File: src/rtl/arb_requester.sv
`default_nettype none
// ============================================================================
// Module : arb_requester
// Client agent for a fixed-priority arbiter. It holds req for a whole burst and
// moves beats only while gnt is high. ARB_REQ_TIMEOUT_EN adds a starvation flag.
// Rev    : 1.0
// ============================================================================
module arb_requester #(
  parameter int DATA_W         = 32,
  parameter int MAX_BURST      = 16,
  parameter int TIMEOUT_CYCLES = 64,
  parameter int LEN_W          = $clog2(MAX_BURST) + 1
) (
  input  logic              clk,
  input  logic              rst_n,
  input  logic              cmd_valid,
  output logic              cmd_ready,
  input  logic [LEN_W-1:0]  cmd_len,
  input  logic              in_valid,
  output logic              in_ready,
  input  logic [DATA_W-1:0] in_data,
  output logic              req,
  input  logic              gnt,
  output logic              bus_valid,
  output logic [DATA_W-1:0] bus_data,
  output logic              bus_last,
  output logic              busy,
  output logic              starve
);

  typedef enum logic [0:0] {IDLE = 1'b0, OWN = 1'b1} state_t;

  state_t             state;
  logic [LEN_W-1:0]   len;
  logic [LEN_W-1:0]   beat_cnt;
  logic [LEN_W-1:0]   len_clamped;
  logic               xfer;
  logic               last_beat;

  assign len_clamped = (cmd_len > LEN_W'(MAX_BURST)) ? LEN_W'(MAX_BURST) : cmd_len;

  // gnt is only honoured while this client owns a burst.
  assign xfer      = (state == OWN) && gnt && in_valid;
  assign last_beat = (beat_cnt == (len - LEN_W'(1)));
  assign in_ready  = (state == OWN) && gnt;
  assign bus_valid = xfer;
  assign bus_data  = xfer ? in_data : '0;
  assign bus_last  = xfer && last_beat;

  always_ff @(posedge clk or negedge rst_n) begin
    if (!rst_n) begin
      state     <= IDLE;
      len       <= '0;
      beat_cnt  <= '0;
      req       <= 1'b0;
      cmd_ready <= 1'b1;
      busy      <= 1'b0;
    end else begin
      case (state)
        IDLE: begin
          // Zero-length commands are accepted and dropped without requesting.
          if (cmd_valid && (len_clamped != '0)) begin
            len       <= len_clamped;
            beat_cnt  <= '0;
            state     <= OWN;
            req       <= 1'b1;
            cmd_ready <= 1'b0;
            busy      <= 1'b1;
          end
        end
        OWN: begin
          if (xfer) begin
            beat_cnt <= beat_cnt + LEN_W'(1);
            if (last_beat) begin
              state     <= IDLE;
              req       <= 1'b0;
              cmd_ready <= 1'b1;
              busy      <= 1'b0;
            end
          end
        end
        default: begin
          state     <= IDLE;
          req       <= 1'b0;
          cmd_ready <= 1'b1;
          busy      <= 1'b0;
        end
      endcase
    end
  end

`ifdef ARB_REQ_TIMEOUT_EN
  localparam int WAIT_W = $clog2(TIMEOUT_CYCLES + 1);

  logic [WAIT_W-1:0] wait_cnt;

  // starve rises on the edge that ends the TIMEOUT_CYCLES-th consecutive stall.
  always_ff @(posedge clk or negedge rst_n) begin
    if (!rst_n) begin
      wait_cnt <= '0;
      starve   <= 1'b0;
    end else if ((state != OWN) || (xfer && last_beat)) begin
      wait_cnt <= '0;
      starve   <= 1'b0;
    end else if (gnt) begin
      wait_cnt <= '0;
    end else if (wait_cnt != WAIT_W'(TIMEOUT_CYCLES)) begin
      wait_cnt <= wait_cnt + WAIT_W'(1);
      if (wait_cnt == WAIT_W'(TIMEOUT_CYCLES - 1))
        starve <= 1'b1;
    end
  end
`else
  assign starve = 1'b0;
`endif

endmodule
`default_nettype wire

File: config.mk
export PLATFORM = sky130hd
export DESIGN_NAME = arb_requester
export DESIGN_NICKNAME = d
export VERILOG_FILES = /design/src/rtl/arb_requester.sv
export SDC_FILE = /design/constraint.sdc
export NUM_CORES = 1
export LEC_CHECK = 0
export ABC_CLOCK_PERIOD_IN_PS = 1650
export CORE_ASPECT_RATIO = 1.1
export CORE_MARGIN = 3
export CORE_UTILIZATION = 29
export CTS_BUF_LIST = sky130_fd_sc_hd__clkbuf_4
export DETAILED_ROUTE_END_ITERATION = 8
export HOLD_SLACK_MARGIN = 0.08
export PLACE_DENSITY = 0.78
export SYNTH_ARGS = -nofsm -noshare
export SYNTH_HDL_FRONTEND = slang
export SYNTH_SLANG_ARGS = --single-unit
File: constraint.sdc
create_clock -name clk -period 1.65 [get_ports clk]
set_input_delay 0.165 -clock clk [delete_from_list [all_inputs] [get_ports clk]]
set_output_delay 0.165 -clock clk [all_outputs]
set_load 0.01 [all_outputs]
Word-level counts from Yosys, hierarchy flattened:

Index checks and enable logic that the tools add are counted.

* output and inout port bits: 39
* logic and storage cells: 38
* register bits: 13

* reductions and logical operators: 8
* magnitude comparators: 1
* $add $sub $neg: 2
* eq/ne operators: 4
* bitwise logic cells: 1
* mux-type cells: 17

Operators with widths (count)
* 2-to-1 mux 32 bit: 1
* 2-to-1 mux 5 bit: 3
* case mux 5 bit (2 select lines): 1
* 2-to-1 mux 1 bit: 9
* case mux 1 bit (2 select lines): 3
* adder 5 x 1 -> 5 bit (second input constant): 1
* == test 5 bit: 1
* > comparator 5 bit (second input constant): 1
* nonzero test 5 bit: 1
* subtractor 5 x 1 -> 5 bit (second input constant): 1
* logical AND 1 bit: 4
* != test 2 x 1 -> 1 bit (second input constant): 2
* AND reduction 2 bit: 2
* AND reduction 3 bit: 1
* != test 2 bit (second input constant): 1
* inverter 1 bit: 1

Logic depth before layout (Yosys ltp):

* depth in word-level cells: 6
* mapped depth: 6

Least setup slack after synthesis:

OpenSTA, ideal clock, no wires.

* path kind: register to output
* start: reg len[0]
* end: out bus_last
* setup slack: 0.003 ns
* stages on the path, launching flop included: 6
* arrival time: 1.482 ns
* cell sequence: dfrtp_1 > inv_1 > ha_1 > xnor2_1 > nor4_1 > and2_1

* longest elaborated chain between the ends: 3

Ends and longest elaborated chain
* start: declaration: line 34 `logic [LEN_W-1:0] len;`
* start signal: assignment: line 63 `len <= len_clamped;`
* subtractor 5 x 1 -> 5 bit: line 44 `assign last_beat = (beat_cnt == (len - LEN_W'(1)));`
* == test 5 bit: line 44
* logical AND 1 bit: line 48 `assign bus_last = xfer && last_beat;`
* end: declaration: line 26 `output logic bus_last,`

No other way between the ends.

Worst setup path in the final report:

* start: reg len[1]
* end: out bus_last

Same word-level chain as after synthesis.

==> flow_summary.json <==
{
  "outcome": "finished with violations",
  "violations": "negative setup slack",
  "grt_max_degree": 18,
  "avgSynthCellArea_um2": 8.619,
  "r2r-start": "len[1]",
  "muxShareOfSynthArea_pct": 1.613,
  "pin_count": 81,
  "leakage_nw": 1.070,
  "path_cells": "inv_2 -> ha_4 -> xnor2_2 -> nor4_2 -> buf_4 -> and2_4 -> buf_6",
  "num_antenna_cells": 0,
  "ant_nets": 0,
  "synth_top_area_share_pct": 32.26,
  "synth_nets": 152,
  "critPathSlowestCell": "dfrtp_1",
  "end_kind": "output port",
  "ys_seq_area_share_pct": 35.08,
  "first_pass_iters": 4,
  "yosys.area_share.simple_pct": 39.11,
  "highest_layer": "met4",
  "num_rows": 20,
  "clockRootBuffer": "clkbuf_4",
  "fmax_ghz": 0.5188,
  "required_ps": 1480,
  "relSlewSlack_pct": 59.71,
  "cts_hold_buf": 0,
  "async_flop_share_pct": 100.0,
  "ff2ff_setup_slack_ps": 20,
  "crit_fanout": 2,
  "routed_via_density": 4.785,
  "setup_tns_ps": -1087,
  "r2r_cells": 9,
  "dp_hpwl_mm": 2.747,
  "worst_pin_slew_ps": 602.4,
  "finalCritPeriodShare_pct": 116.8,
  "grt_antenna_before_repair": 0,
  "clkTransAtPathRegs_ps": 80,
  "initial_core_util_pct": 32.07,
  "grt_first_pass_wirelength_mm": 5.678,
  "worstSkewPairLatency_ps": 280,
  "h-tree-depth": 1,
  "wl_met1_mm": 1.358,
  "ys_seq_elements": 13,
  "port_buffers": 79,
  "synth_cell_type_count": 30,
  "synthAdderAreaFrac_pct": 2.688,
  "cts_tree": "yes",
  "min_period_ps": 1927,
  "skew_ps": 5.704,
  "slowest_delay_ps": 400,
  "grt_pass1_vias": 1288,
  "gp_congestion": 0.7786,
  "drtIter0Drc": 23,
  "p_per_area_nw_per_um2": 1067,
  "synth_top_family_by_area": "simple AND/OR/NAND/NOR gates",
  "seqCellArea_um2": 326.6,
  "stdcell_count": 247,
  "cp-start-kind": "flop",
  "hold_viol": 0,
  "core_area_um2": 2903,
  "synth_edf_count": 0,
  "setup_ws_ps": -277.4,
  "grt_usage_pct": 19.37,
  "nets": 259,
  "gr-total-overflow": 0,
  "syn_area_um2": 930.9,
  "fill_cells": 177,
  "synth_common_cells": "and2_1 (34), dfrtp_1 (12), nand2_1 (8)",
  "numCtsBuffers": 3,
  "drive_above_1_share_pct": 53.74,
  "hp-class": "input port to async pin",
  "slew_viol_final": 0,
  "yosysMostFrequentCell": "and2_1",
  "avgRoutedWirePerCell_um": 17.15,
  "ys.flop_type": "dfrtp_1",
  "design.die.area_um2": 3927,
  "dpl.cell_count": 232,
  "cp.arrival_ps": 1760,
  "final_util_pct": 78.79,
  "synthTopCellsByArea": "dfrtp_1 (32%), and2_1 (23%), xnor2_1 (3.8%), xor2_1 (3.8%), nand2_1 (3.2%)",
  "finalSetupViolCount": 10,
  "dp_slack_ps": -472.9,
  "vias": 1182,
  "ir_worst_vdd_mv": 1.016,
  "synth-compound-area-share_pct": 9.140,
  "yosysWarnings": 0,
  "syn_inst": 108,
  "clock_sinks": 13,
  "finalWirelength_mm": 4.237,
  "rsz0062_at_grt": "true",
  "die_y_um": 65.42,
  "synth_top_cell_by_area": "dfrtp_1",
  "wl_met2_mm": 2.218,
  "die_x_um": 60.02,
  "fin_total_pwr_w": 0.002440,
  "area_growth_pct": 145.7,
  "r2r-end": "cmd_ready",
  "cts_max_path_buffers": 2,
  "maxCapViolations": 0,
  "critPathKind": "flop to output port",
  "synth-xor-area-share_pct": 7.527,
  "multi_input_area_um2": 705.7,
  "wl_met3_um": 537,
  "drc": 0
}
## repair_timing
action / 4_1_cts / 5_1_grt
pin swaps: 10 / 33
gates cloned: 3 / 2
hold endpoints to repair: 0 / 0
buffers inserted: 6 / 1
endpoints found under the setup margin: 34 / 37
resized for setup: 159 / 73
## layout make-up
class / instances / area share [%]
repair buffers: 107 / 50.55
multi-input cells: 86 / 30.85
inverters: 4 / 1.204
clock buffers: 4 / 1.313
well taps: 33 / 1.805
flip-flops and latches: 13 / 14.28
## placed cells by master (no fill, tap or decap), types with 4 or more instances in the layout
master           netlist  layout
clkdlybuf4s50_1        0      45
dfrtp_1               12      12
clkbuf_4               0       4
nand2_1                8       7
nor2_1                 5       5
and2_4                 0      34
o21ai_0                4       4
buf_4                  2      20
buf_6                  0      34
xor2_1                 4       4
## cells by family after synthesis
kind of cell | after synthesis
AOI/OAI and AO/OA | 12
xor gates and xnor gates | 8
adders and majority gates | 2
buffers and inverters | 9
DFF | 13
muxes | 1
other | 1
and+or+nand+nor | 62
## registers in the layout, indices dropped and copies added, names as in the netlist
register   cells
state          1
cmd_ready      1
len            5
busy           1
beat_cnt       5
## stage by stage
stage / hold slack (ps) / cell area, um2
global placement: 506.0 / 1877
detailed placement: 519.0 / 1877
finish: 260.7 / 2287
CTS: 279.6 / 1963
floorplan: -130.6 / 930.9
global route: 313.2 / 2287
## how the worst max path moves through the flow
stage	startpoint	endpoint	slack, ps	cells past startpoint
floorplan	len[0]	bus_last	3	5
global placement	len[1]	bus_last	-440	8
detailed placement	len[1]	bus_last	-470	8
CTS	len[1]	bus_last	-330	8
global route	len[1]	bus_last	-340	8
finish	len[1]	bus_last	-280	7
## power by group
part	total (W)	leakage, nW	internal, W	switching, W
clock	0.000214	0.0184	0.000110	0.000104
combinational	0.00168	0.893	0.00102	0.000659
sequential	0.000544	0.159	0.000445	0.0000992
total	0.00244	1.07	0.00158	0.000863
## layer usage
metal | GRT usage (%) | vias to the layer above
li1 | - | 562
met1 | 18.41 | 548
met2 | 32.03 | 61
met3 | 11.39 | 11
met4 | 10.25 | 0
met5 | 0 | -
## worst max-delay path: cells and delay by family, from the launching register on
| family | cells | cell delay (ps) |
|---|---|---|
| flip-flops | 1 | 400 |
| buffers and inverters | 3 | 330 |
| XOR/XNOR | 1 | 130 |
| adder cells (fa/ha/maj) | 1 | 200 |
| AND/OR/NAND/NOR | 2 | 410 |
(Power assumes the default switching activity.)
